--- config.mk ---
export PLATFORM = sky130hd
export DESIGN_NAME = hazard_ctrl
export DESIGN_NICKNAME = d
export VERILOG_FILES = /design/src/rtl/hazard_ctrl.sv
export SDC_FILE = /design/constraint.sdc
export NUM_CORES = 1
export LEC_CHECK = 0
export ABC_AREA = 0
export ABC_CLOCK_PERIOD_IN_PS = 1480
export BUFFER_PORTS_ARGS = -buffer_cell sky130_fd_sc_hd__buf_2
export CORE_MARGIN = 2
export CORE_UTILIZATION = 34
export DETAILED_ROUTE_END_ITERATION = 8
export PLACE_DENSITY_LB_ADDON = 0.2
export SLEW_MARGIN = 20
export SYNTH_ARGS = -nofsm -noshare
export SYNTH_HDL_FRONTEND = slang
export SYNTH_SLANG_ARGS = --single-unit
--- constraint.sdc ---
create_clock -name clk -period 1.48 [get_ports clk]
set_clock_uncertainty 0.15 [all_clocks]
set_input_delay 0.074 -clock clk [delete_from_list [all_inputs] [get_ports clk]]
set_output_delay 0.074 -clock clk [all_outputs]
set_load 0.005 [all_outputs]
--- src/rtl/hazard_ctrl.sv ---
// Pipeline hazard controller: load-use stall, branch flush, multi-cycle MUL/DIV hold, memory wait freeze.
// Optional stall-cycle counter is built only when HAZARD_STALL_CNT_EN is defined.
module hazard_ctrl #(
  parameter int MULDIV_CYCLES = 4
) (
  input  logic        clk,
  input  logic        rst_n,
  input  logic [4:0]  id_rs1,
  input  logic [4:0]  id_rs2,
  input  logic        id_rs1_used,
  input  logic        id_rs2_used,
  input  logic        id_muldiv,
  input  logic        id_ex_memread,
  input  logic [4:0]  id_ex_rd,
  input  logic        ex_branch_taken,
  input  logic        mem_wait,
  output logic        pc_write,
  output logic        if_id_write,
  output logic        id_ex_write,
  output logic        ex_mem_write,
  output logic        if_id_flush,
  output logic        id_ex_flush,
  output logic        ex_mem_flush,
  output logic        md_busy,
  output logic [31:0] stall_cycles
);

  typedef enum logic {
    RUN     = 1'b0,
    MD_BUSY = 1'b1
  } state_e;

  // Busy hold lasts MULDIV_CYCLES-1 cycles; the issuing cycle is the first EX cycle.
  localparam logic [3:0] CNT_LOAD = 4'(MULDIV_CYCLES - 1);

  state_e     state_q, state_d;
  logic [3:0] cnt_q, cnt_d;
  logic       started_q, started_d;
  logic       load_use;

  assign load_use = id_ex_memread && (id_ex_rd != 5'd0) &&
                    ((id_rs1_used && (id_rs1 == id_ex_rd)) ||
                     (id_rs2_used && (id_rs2 == id_ex_rd)));

  always_comb begin
    // NOTE: every signal gets a default first so no path through the branches infers a latch.
    state_d      = state_q;
    cnt_d        = cnt_q;
    started_d    = 1'b1;
    pc_write     = 1'b0;
    if_id_write  = 1'b0;
    id_ex_write  = 1'b0;
    ex_mem_write = 1'b0;
    if_id_flush  = 1'b1;
    id_ex_flush  = 1'b1;
    ex_mem_flush = 1'b1;

    if (started_q) begin
      if_id_flush  = 1'b0;
      id_ex_flush  = 1'b0;
      ex_mem_flush = 1'b0;
      case (state_q)
        RUN: begin
          if (mem_wait) begin
            // Whole pipe frozen; writes already 0.
          end else if (ex_branch_taken) begin
            pc_write     = 1'b1;
            if_id_write  = 1'b1;
            id_ex_write  = 1'b1;
            ex_mem_write = 1'b1;
            if_id_flush  = 1'b1;
            id_ex_flush  = 1'b1;
          end else if (load_use) begin
            // Hold PC and IF/ID, push a bubble into EX while the load moves on.
            id_ex_write  = 1'b1;
            ex_mem_write = 1'b1;
            id_ex_flush  = 1'b1;
          end else begin
            pc_write     = 1'b1;
            if_id_write  = 1'b1;
            id_ex_write  = 1'b1;
            ex_mem_write = 1'b1;
            if (id_muldiv) begin
              state_d = MD_BUSY;
              cnt_d   = CNT_LOAD;
            end
          end
        end
        MD_BUSY: begin
          if (!mem_wait) begin
            ex_mem_write = 1'b1;
            ex_mem_flush = 1'b1;
            cnt_d        = cnt_q - 4'd1;
            if (cnt_q == 4'd1) state_d = RUN;
          end
        end
        default: state_d = RUN;
      endcase
    end
  end

  assign md_busy = (state_q == MD_BUSY);

  always_ff @(posedge clk or negedge rst_n) begin
    if (!rst_n) begin
      state_q   <= RUN;
      cnt_q     <= 4'd0;
      started_q <= 1'b0;
    end else begin
      // NOTE: non-blocking assignments so every flop samples pre-edge values regardless of order.
      state_q   <= state_d;
      cnt_q     <= cnt_d;
      started_q <= started_d;
    end
  end

`ifdef HAZARD_STALL_CNT_EN
  logic [31:0] stall_q, stall_d;

  always_comb begin
    stall_d = stall_q;
    if (started_q && !pc_write && !mem_wait && (stall_q != 32'hFFFF_FFFF))
      stall_d = stall_q + 32'd1;
  end

  always_ff @(posedge clk or negedge rst_n) begin
    if (!rst_n) stall_q <= 32'd0;
    else        stall_q <= stall_d;
  end

  assign stall_cycles = stall_q;
`else
  assign stall_cycles = 32'd0;
`endif

endmodule
Yosys cells after proc, flatten, opt, wreduce, memory -nomap -nowiden:

Index checks and enable logic that the tools add are counted.

* output and inout port bits: 40
* logic and storage cells: 53
* bits of input ports: 23
* bits in registers: 6

* bitwise gates (word level): 1
* $add $sub $neg: 1
* reductions and logical operators: 7
* muxes and demuxes: 33
* equal/unequal tests: 8

Operators by type and width (count)
* 1-bit two-way mux: 26
* 4-bit two-way mux: 5
* 5-bit == test: 2
* 2-bit inequality test, second input constant: 5
* 4-bit case mux with 2 select lines: 1
* 6-bit AND reduction: 1
* 5-bit nonzero test: 1
* 4-bit by 1-bit == test with 1-bit output, second input constant: 1
* 1-bit logical AND: 4
* 4-bit by 1-bit subtractor with 4-bit output, second input constant: 1
* 1-bit case mux with 2 select lines: 1
* 1-bit logical OR: 1
* 1-bit NOT: 1

Depth between registers and ports, before layout:

Gate-level depths: netlist (run 1).

* depth after elaboration: 9
* mapped depth: 6
* mapped depth without buffers: 6

Worst setup path after synthesis (run 1):

No wires, ideal clock.

* path type: reg-to-output
* from: reg started_q
* to: out pc_write
* buffers on the path: 2
* cell stages (with the launch flop): 6
* data required time: 1256 ps
* arrival time: 1298 ps
* slack: -42 ps
* path through: dfrtp_1 nor2b_1 clkbuf_1 and2_1 a21boi_0 buf_4

* word-level cells in the longest chain between the ends: 1

Ends and longest elaborated chain
* start, declared: line 38 `logic started_q, started_d;`
* start signal, assigned: line 113 `started_q <= started_d;`
* 1-bit two-way mux
* end, declared: line 17 `output logic pc_write,`

Every way passes these cells.

Worst setup path in the final report (run 1):

* from: in id_ex_rd[1]
* to: out if_id_write

* word-level cells in the longest chain between the ends: 9
* elaborated cells between the ends (all ways): 13
* classes of those cells: eq/ne: 2; mux: 5; reduce/logical: 6

Ends and longest elaborated chain
* start, declared: line 14 `input logic [4:0] id_ex_rd,`
* 5-bit == test, on equally long branches: line 42, 43
* 1-bit logical AND, on equally long branches: line 42, 43
* 1-bit logical OR: line 42 `((id_rs1_used && (id_rs1 == id_ex_rd)) ||`
* 1-bit logical AND *: line 41 `assign load_use = id_ex_memread && (id_ex_rd != 5'd0) &&`
* 1-bit two-way mux *: line 73 `end else if (load_use) begin`
* 1-bit two-way mux *: line 66 `end else if (ex_branch_taken) begin`
* 1-bit two-way mux *: line 64 `if (mem_wait) begin`
* 1-bit two-way mux *: line 62 `case (state_q)`
* 1-bit two-way mux *: line 58 `if (started_q) begin`
* end, declared: line 18 `output logic if_id_write,`

Every way passes the cells marked *; elsewhere a longest branch is shown, timed or not.

==> summary.txt, run 1 <==
Width of the die -> 51.6 um
Fin area -> 977 um^2
Synth cell types -> 30
Net Switching -> 0.265 mW
Pwr/cell area -> 754 mW/mm^2
Met1 GRT Util -> 12.5%
Clock-pin slew on the worst setup and hold paths -> 0.05 ns
Commonest non-fill, non-tap cell in the layout -> conb_1
Cells after DPL -> 155
Routed WL -> 1.52 mm
WL per Instance -> 9.18 um
Net Sw Frac -> 36.0%
Total die area -> 0.00266 mm^2
Max Clk Rate -> 680 MHz
Register area -> 151 um^2
NumNets Final -> 165
CTS H-tree lvls -> 1
DR pass1 iterations -> 4
Async S/R FF share, synth -> 100%
Hold Path Class -> in -> async
Setup repair after global routing missed its margin -> yes
Comb pwr share -> 45.7%
Initial antenna violation count -> 0
Pin count of the biggest net entering global routing -> 7
GRT busiest layer -> met2
DRT iter0 DRCs -> 2
Fill cell total of the finished layout -> 223
Yosys warnings -> 0
Synth top area cells -> buf_4 32%, dfrtp_1 20%, xnor2_1 11%, ha_1 3.3%, o21ai_0 3.3%
Post-Syn Instances -> 98
Adder-Cell Fraction of Synth Area -> 3.25%
Clock Sink Count -> 6
Sequential Power Share -> 34.0%
Post-layout min period -> 1.47 ns
ANT nets after route -> 0
Post-Synth Simple-Gate Area -> 15.8%
Peak supply drop -> 0.321 mV
Number of vias per cell -> 4.00
Ant. Diodes -> 0
Yosys top cell area share -> 32.2%
CP Capture Type -> primary output
Final hold violations -> 0
Startpoint class of the critical path -> primary input
Tcrit/Tclk final -> 99.4%
Later-pin clock latency in the skew report -> 0.24 ns
GRT overflow -> 0
Leak -> 0.510 nW
CP arrival -> 1.25 ns
CTS Buffer Depth -> 2
CTS root buf -> clkbuf_4
Post-Syn Area -> 769 um^2
Mean post-synth cell area -> 7.85 um^2
Layout cells sized above 1 -> 40.6%
Largest family of logic cells by synthesized area -> buffers and inverters
GR Util met2 -> 20.3%
Max FO, Critical Path -> 3
Final Wtd Congestion -> 0.854
Sequential area share after synthesis -> 19.5%
HPWL after DPL -> 1.23 mm
Via count -> 664
Setup violations, final -> 0
Vias in the first global route -> 533
Core area -> 0.00217 mm^2
EDFF count, synth -> 0
Initial Utilization -> 35.5%
CP required -> 1.26 ns
DIE HEIGHT -> 51.6 um
Proportion of synthesized area in mux cells -> 0%
P_int -> 0.472 mW
XOR/XNOR Fraction of Synth Area -> 11.4%
Status -> finished clean
# Max-Cap Violations -> 0
Input/output buffers -> 30
Worst Path Class, Setup -> in -> out
DR DRC count -> 0
Area of the multi-input gates -> 504 um^2
Largest area contributor in the netlist -> buf_4
Cts bufs inserted -> 3
Most frequent cells in the layout -> 33 x conb_1, 30 x buf_2, 10 x xnor2_1
Final setup TNS -> 0 ns
Power Total -> 0.737 mW
CTS tree -> built
Overall Global Routing Usage -> 11.5%
Row Count -> 17
Clock share of power -> 20.3%
Final Max Slew Viols -> 0
First-pass GRT wire length -> 2.18 mm
Placed Area -> 837 um^2
Top FF cell, synth -> dfrtp_1
FF+latch count, synth -> 6
I/O Pins -> 63
M3 GR Usage -> 4.31%
Compound-Gate Fraction of Synth Area -> 13.3%
Fin cells -> 166
Layout area overhead -> 27.0%
[state kept, by name (all words and copies together) (netlist names)]
name	cells
cnt_q	4
md_busy	1
started_q	1
[cell usage after synthesis, types with 2 or more instances]
cell,count
a21oi_1,3
conb_1,2
buf_4,33
xnor2_1,10
dfrtp_1,6
nor2b_1,2
nor2_1,4
ha_1,2
nand2_1,5
inv_1,5
o21ai_0,5
nand4_1,2
nand3_1,2
[repair_timing]
action / in CTS / in global routing
buffers inserted: 6 / 2
pin swaps: 1 / 5
hold buffers: 1 / 0
setup endpoints to repair: 3 / 5
hold endpoints to repair: 6 / 0
gates resized for setup: 8 / 10
[power by group through the flow]
stage	sequential, mW	combinational (mW)	clock [mW]
6_report	0.250	0.336	0.150
3_5_place_dp	0.254	0.274	0
4_1_cts	0.247	0.315	0.155
3_3_place_gp	0.253	0.270	0
5_1_grt	0.255	0.383	0.165
2_1_floorplan	0.239	0.250	0
[worst max-delay path, stage by stage]
cell and delay [ns]:
buf_2 0.12, or4_4 0.54, o21ai_4 0.20, nor2_2 0.05, a21boi_2 0.13, buf_2 0.12
[through the flow]
step / hold slack (ns) / utilization, % / worst slack [ns]
2_1_floorplan: -0.372 / - / 0.0333
3_3_place_gp: -0.244 / 38.6 / 0.0131
3_5_place_dp: -0.242 / 38.6 / -0.0137
4_1_cts: 0.0349 / 42.6 / -0.00857
5_1_grt: 0.0362 / 45.0 / -0.0344
6_report: 0.0335 / 45.0 / 0.00848
[cell families (layout without fill, tap and decap cells)]
kind of cell | count (synthesis) | after routing
buf+inv | 40 | 49
simple gates | 22 | 22
compound gates | 16 | 16
xor+xnor | 10 | 10
flops | 6 | 6
fa+ha+maj | 2 | 2
other cells | 2 | 33
[layout make-up]
cell class,count,area share (%)
repair buffers,41,24.8
multi-input cells,83,51.6
flip-flops and latches,6,15.5
clock buffers,3,2.30
inverters,5,2.18
well taps,28,3.59
[metal layers]
layer	vias up	part of all wire, %	wire, um
met5	-	0	0
met4	0	0	0
met3	0	9.1	139
met2	39	51	776
met1	289	40	608
li1	336	-	-
[path summary, 6_finish.rpt]
| path | cells past startpoint | end | slack, ns | start |
|---|---|---|---|---|
| worst max-delay path | 6 | if_id_write | 0.008 | id_ex_rd[1] |
| worst min-delay path | 2 | cnt_q[1]$_DFFE_PN0P_ | 0.03 | rst_n |
| worst max register to register | 4 | cnt_q[0]$_DFFE_PN0P_ | 0.07 | md_busy$_DFFE_PN0P_ |
| worst min register to register | 1 | cnt_q[1]$_DFFE_PN0P_ | 0.37 | cnt_q[1]$_DFFE_PN0P_ |
| max in group asynchronous | 2 | md_busy$_DFFE_PN0P_ | 0.99 | rst_n |
| min in group clk | 4 | md_busy$_DFFE_PN0P_ | 0.14 | ex_branch_taken |
No activity file was read; power rests on OpenSTA's default activity.
==> run 2, diff against run 1 <==
--- a/config.mk
+++ b/config.mk
@@ -10,5 +10,5 @@
 export BUFFER_PORTS_ARGS = -buffer_cell sky130_fd_sc_hd__buf_2
 export CORE_MARGIN = 2
-export CORE_UTILIZATION = 34
+export CORE_UTILIZATION = 38
 export DETAILED_ROUTE_END_ITERATION = 8
 export PLACE_DENSITY_LB_ADDON = 0.2
==> constraint.sdc (replaced) <==
create_clock -name clk -period 1.48 [get_ports clk]
set_clock_uncertainty 0.15 [all_clocks]
set_input_delay 0.148 -clock clk [delete_from_list [all_inputs] [get_ports clk]]
set_output_delay 0.148 -clock clk [all_outputs]
set_load 0.005 [all_outputs]
==> summary.txt, run 2 (synthesis gave the netlist of run 1 again) <==
Status -> complete, but fails checks
Startpoint class of the critical path -> primary input
CP max stage delay -> 0.52 ns (-0.02 ns)
Comb pwr share -> 44.6% (-1.1 points)
Fin area -> 963 um^2 (-1.4%)
Setup crit start -> id_ex_rd[1]
Routed WL -> 1.56 mm (+2.0%)
Leak -> 0.510 nW (about the same)
Initial Utilization -> 39.6% (+4.2 points)
Row Count -> 16 (-1)
Width of the die -> 49 um (-5.0%)
ANT nets after route -> 0 (unchanged)
R2r startpoint -> started_q$_DFF_PN0_
Setup violations, final -> 3 (+3)
DR pass1 iterations -> 4 (unchanged)
Largest register FFs -> 4 (unchanged)
Crit-path leading delay family -> simple AND/OR/NAND/NOR gates
Total die area -> 0.00240 mm^2 (-9.7%)
DIE HEIGHT -> 49 um (-5.0%)
Crit-path slowest cell -> or4_4
Input/output buffers -> 30 (unchanged)
Setup WS post-layout -> -0.0726 ns (-0.0811 ns)
# Max-Cap Violations -> 0 (unchanged)
WL per Instance -> 9.48 um (+3.3%)
Crit path capture -> if_id_write
Final hold violations -> 0 (unchanged)
Most frequent cells in the layout -> 33 x conb_1, 28 x buf_2, 10 x xnor2_1
Peak supply drop -> 0.561 mV (+75%)
Net Sw Frac -> 36.3% (+0.30 points)
Initial antenna violation count -> 0 (unchanged)
Ant. Diodes -> 0 (unchanged)
Via count -> 679 (+2.3%)
DR DRC count -> 0 (unchanged)
GRT busiest layer -> met2
Final Wtd Congestion -> 0.857 (+0.32%)
Sequential Power Share -> 35.8% (+1.8 points)
Hold Path Class -> in -> async
Overall Global Routing Usage -> 12.7% (+1.2 points)
Layout cells sized above 1 -> 37.2% (-3.4 points)
CTS tree -> built
Post-layout min period -> 1.55 ns (+0.0811 ns)
Clock Sink Count -> 6 (unchanged)
Cells after DPL -> 156 (+0.65%)
CP required -> 1.18 ns (-0.08 ns)
Fin cells -> 164 (-1.2%)
Cts bufs inserted -> 3 (unchanged)
R2R Setup Slk -> 0.07 ns (about the same)
CP arrival -> 1.25 ns (about the same)
Met1 GRT Util -> 14.3% (+1.8 points)
Reg2Reg Depth -> 7 (+3)
HPWL after DPL -> 1.26 mm (+3.1%)
Commonest non-fill, non-tap cell in the layout -> conb_1
CP Capture Type -> primary output
First-pass GRT wire length -> 2.44 mm (+12%)
FF-to-FF End -> cnt_q[2]$_DFFE_PN0P_
Max FO, Critical Path -> 3 (unchanged)
Critical path depth -> 6 (unchanged)
CTS Buffer Depth -> 2 (unchanged)
Clock share of power -> 19.6% (-0.7 points)
Number of vias per cell -> 4.14 (+3.5%)
Net Switching -> 0.259 mW (-2.4%)
Critical-path cell list -> buf_6 > or4_4 > o21ai_2 > nor2_1 > a21boi_1 > buf_2
Pin count of the biggest net entering global routing -> 7 (unchanged)
Tcrit/Tclk final -> 105% (+5.5 points)
GR Util met2 -> 23.5% (+3.2 points)
Clock-pin slew on the worst setup and hold paths -> 0.04 ns (about the same)
GRT overflow -> 0 (unchanged)
Pwr/cell area -> 741 mW/mm^2 (-1.8%)
Core area -> 0.00194 mm^2 (-10%)
Later-pin clock latency in the skew report -> 0.23 ns (about the same)
DRT iter0 DRCs -> 8 (+6)
NumNets Final -> 164 (-0.61%)
Vias in the first global route -> 589 (+11%)
Most flop-heavy register -> cnt_q
CP Buf/Inv Count -> 2 (unchanged)
Max Clk Rate -> 644 MHz (-5.2%)
Setup repair after global routing missed its margin -> yes
CTS H-tree lvls -> 1 (unchanged)
Layout area overhead -> 25.2%
CTS root buf -> clkbuf_4
I/O Pins -> 63 (unchanged)
M3 GR Usage -> 1.23% (-3.1 points)
Failing checks -> setup timing
P_int -> 0.455 mW (-3.6%)
Placed Area -> 851 um^2 (+1.6%)
Worst Path Class, Setup -> in -> out
Final Max Slew Viols -> 0 (unchanged)
-- run 2: cell types whose count changed in the layout (fill, tap and decap cells not counted), moves of 2 or more --
cell and change:
nor2_1 +3, buf_2 -2, buf_6 +2, nor2_2 -2
-- run 2: metal layers --
metal	vias up	part of all wire, %
li1	334	-
met1	311	40
met2	32	53
met3	2	5.6
met4	0	0.96
met5	-	0
-- run 2: power by group through the flow --
stage | registers (mW) | clock network [mW] | logic, mW
after global routing | 0.263 | 0.153 | 0.364
after floorplan | 0.239 | 0 | 0.250
final | 0.255 | 0.140 | 0.318
after CTS | 0.249 | 0.148 | 0.302
after detailed placement | 0.254 | 0 | 0.277
after global placement | 0.254 | 0 | 0.270
-- run 2: worst min path at each step --
stage / from / to / slack [ns] / cells past startpoint
finish: rst_n / cnt_q[1]$_DFFE_PN0P_ / 0.11 / 2
global route: rst_n / cnt_q[1]$_DFFE_PN0P_ / 0.12 / 2
global placement: rst_n / cnt_q[0]$_DFFE_PN0P_ / -0.18 / 1
floorplan: rst_n / cnt_q[0]$_DFFE_PN0P_ / -0.30 / 0
CTS: rst_n / cnt_q[0]$_DFFE_PN0P_ / 0.10 / 2
detailed placement: rst_n / cnt_q[0]$_DFFE_PN0P_ / -0.18 / 1
-- run 2: area by class of cell --
type	count	area (um^2)
Inverter	5	18.8
Multi-Input combinational cell	83	489
Sequential cell	6	151
Tap cell	27	33.8
Fill cell	207	978
Clock buffer	3	22.5
Timing Repair Buffer	40	248
-- run 2: repair_timing --
item / CTS / global route
hold buffers: 1 / 0
cloned: 0 / 0
pin swaps: 2 / 1
buffers inserted: 3 / 1
endpoints found under the hold margin: 6 / 0
setup endpoints to repair: 9 / 9
resized for setup: 8 / 7
-- run 2: metrics by stage --
step | power (mW) | util, % | TNS (ns) | setup slack [ns] | hold slack, ns
2_1_floorplan | 0.489 | - | 0 | 0.0115 | -0.298
3_3_place_gp | 0.524 | 43.8 | -0.627 | -0.137 | -0.178
3_5_place_dp | 0.531 | 43.8 | -0.591 | -0.143 | -0.176
4_1_cts | 0.699 | 47.9 | -0.185 | -0.0665 | 0.104
5_1_grt | 0.780 | 49.6 | -0.407 | -0.145 | 0.120
6_report | 0.713 | 49.6 | -0.212 | -0.0726 | 0.109
==> run 3, diff against run 2 <==
Settings changed: CELL_PAD_IN_SITES_DETAIL_PLACEMENT set to 1, CELL_PAD_IN_SITES_GLOBAL_PLACEMENT set to 1, CORE_ASPECT_RATIO set to 1.75, CORE_UTILIZATION 38 to 25.
==> summary.txt, run 3 (synthesis gave the netlist of run 1 again) <==
Final hold violations -> 0 (unchanged)
Worst Path Class, Setup -> in -> out
HPWL after DPL -> 1.77 mm (+40%)
R2r startpoint -> started_q$_DFF_PN0_
Tcrit/Tclk final -> 105% (about the same)
CP required -> 1.18 ns (about the same)
DR DRC count -> 0 (unchanged)
Setup repair after global routing missed its margin -> yes
ANT nets after route -> 0 (unchanged)
Leak -> 0.555 nW (+8.9%)
Layout area overhead -> 38.4%
NumNets Final -> 171 (+4.3%)
# Max-Cap Violations -> 0 (unchanged)
Initial antenna violation count -> 0 (unchanged)
I/O Pins -> 63 (unchanged)
WL per Instance -> 11.8 um (+24%)
GRT overflow -> 0 (unchanged)
Initial Utilization -> 26.3% (-13 points)
Fill cell total of the finished layout -> 381 (+84%)
Post-layout min period -> 1.55 ns (+0.00118 ns)
Setup violations, final -> 3 (unchanged)
Largest register FFs -> 4 (unchanged)
Most frequent cells in the layout -> 33 x conb_1, 27 x buf_2, 14 x buf_4
R2R Setup Slk -> 0.05 ns (-0.02 ns)
Input/output buffers -> 30 (unchanged)
Peak supply drop -> 0.279 mV (-50%)
CTS Buffer Depth -> 2 (unchanged)
Later-pin clock latency in the skew report -> 0.22 ns (about the same)
Total die area -> 0.00356 mm^2 (+48%)
Max Clk Rate -> 644 MHz (about the same)
Vias in the first global route -> 752 (+28%)
Number of vias per cell -> 4.22 (+1.8%)
CTS tree -> built
Max FO, Critical Path -> 3 (unchanged)
Final Wtd Congestion -> 0.749 (-13%)
Reg2Reg Depth -> 7 (unchanged)
DIE HEIGHT -> 77.4 um (+58%)
CP Capture Type -> primary output
Most flop-heavy register -> cnt_q
DR pass1 iterations -> 4 (unchanged)
CTS root buf -> clkbuf_8
CTS H-tree lvls -> 1 (unchanged)
Setup WS post-layout -> -0.0738 ns (-0.00118 ns)
FF-to-FF End -> cnt_q[2]$_DFFE_PN0P_
Clock Sink Count -> 6 (unchanged)
First-pass GRT wire length -> 3.24 mm (+33%)
Final Max Slew Viols -> 0 (unchanged)
Pre-CTS setup slack -> -0.153 ns (-0.0107 ns)
Commonest non-fill, non-tap cell in the layout -> conb_1
Clock-pin slew on the worst setup and hold paths -> 0.04 ns (about the same)
DRT iter0 DRCs -> 5 (-3)
Core area -> 0.00293 mm^2 (+51%)
Status -> complete, but fails checks
CP arrival -> 1.26 ns (about the same)
Pin count of the biggest net entering global routing -> 8 (+1)
Hold Path Class -> in -> async
Startpoint class of the critical path -> primary input
Final setup TNS -> -0.191 ns (+0.0217 ns)
Pwr/cell area -> 818 mW/mm^2 (+11%)
Ant. Diodes -> 0 (unchanged)
Hold_ws -> 0.128 ns (+0.0186 ns)
Row Count -> 26 (+10)
Overall Global Routing Usage -> 12.4% (-0.29 points)
Via count -> 725 (+6.8%)
Layout cells sized above 1 -> 43.1% (+5.8 points)
Width of the die -> 45.9 um (-6.2%)
Cts bufs inserted -> 3 (unchanged)
Failing checks -> setup timing
Routed WL -> 2.03 mm (+30%)
## run 3: cell types whose count changed in the layout (fill, tap and decap cells not counted), sizes merged
cell / before / now
buf: 39 / 46
## run 3: power by group
part           total [mW]  internal [mW]  switching, mW
clock network       0.247          0.175         0.0719
logic               0.356          0.189          0.168
registers           0.268          0.207         0.0615
## run 3: cell type report
| cell class | count | area, um^2 | share of cell area (%) |
|---|---|---|---|
| inverter | 5 | 18.8 | 1.76 |
| multi-input combinational | 83 | 508 | 47.7 |
| tap | 28 | 35.0 | 3.29 |
| clock buffer | 3 | 41.3 | 3.88 |
| timing repair buffer | 47 | 310 | 29.1 |
| sequential | 6 | 151 | 14.2 |
## run 3: critical path, cell delays in order
cell,delay [ns]
buf_8,0.10
or4_4,0.53
o21ai_4,0.15
nor2_1,0.07
nand2_2,0.07
o21bai_1,0.06
buf_2,0.13
## run 3: worst max-delay path by stage
stage,start,endpoint
6_report,id_ex_rd[1],id_ex_flush
5_1_grt,id_ex_rd[1],pc_write
4_1_cts,id_ex_rd[1],pc_write
3_5_place_dp,id_ex_rd[1],id_ex_flush
3_3_place_gp,id_ex_rd[1],id_ex_flush
2_1_floorplan,id_ex_rd[1],pc_write
## run 3: metal layers
metal | up-vias | global-route usage [%] | wire, um
met1 | 332 | 10.7 | 536
met3 | 4 | 1.40 | 148
li1 | 347 | - | -
met5 | - | 0 | 0
met2 | 42 | 23.6 | 1290
met4 | 0 | 8.00 | 54
## run 3: what timing repair did
action | 4_1_cts | 5_1_grt
gates resized for setup | 15 | 8
buffers inserted | 6 | 2
pin swaps | 2 | 3
endpoints found under the hold margin | 6 | 0
endpoints found under the setup margin | 12 | 8
hold buffers | 1 | 0
## run 3: per-stage QoR
step           power, mW  utilization [%]  instances  cell area, um^2
3_5_place_dp       0.565             29.9        160              875
6_report           0.871             36.4        172             1060
4_1_cts            0.853             34.8        170             1020
3_3_place_gp       0.553             29.9        160              875
5_1_grt            0.946             36.4        172             1060
2_1_floorplan      0.489                -        129              887
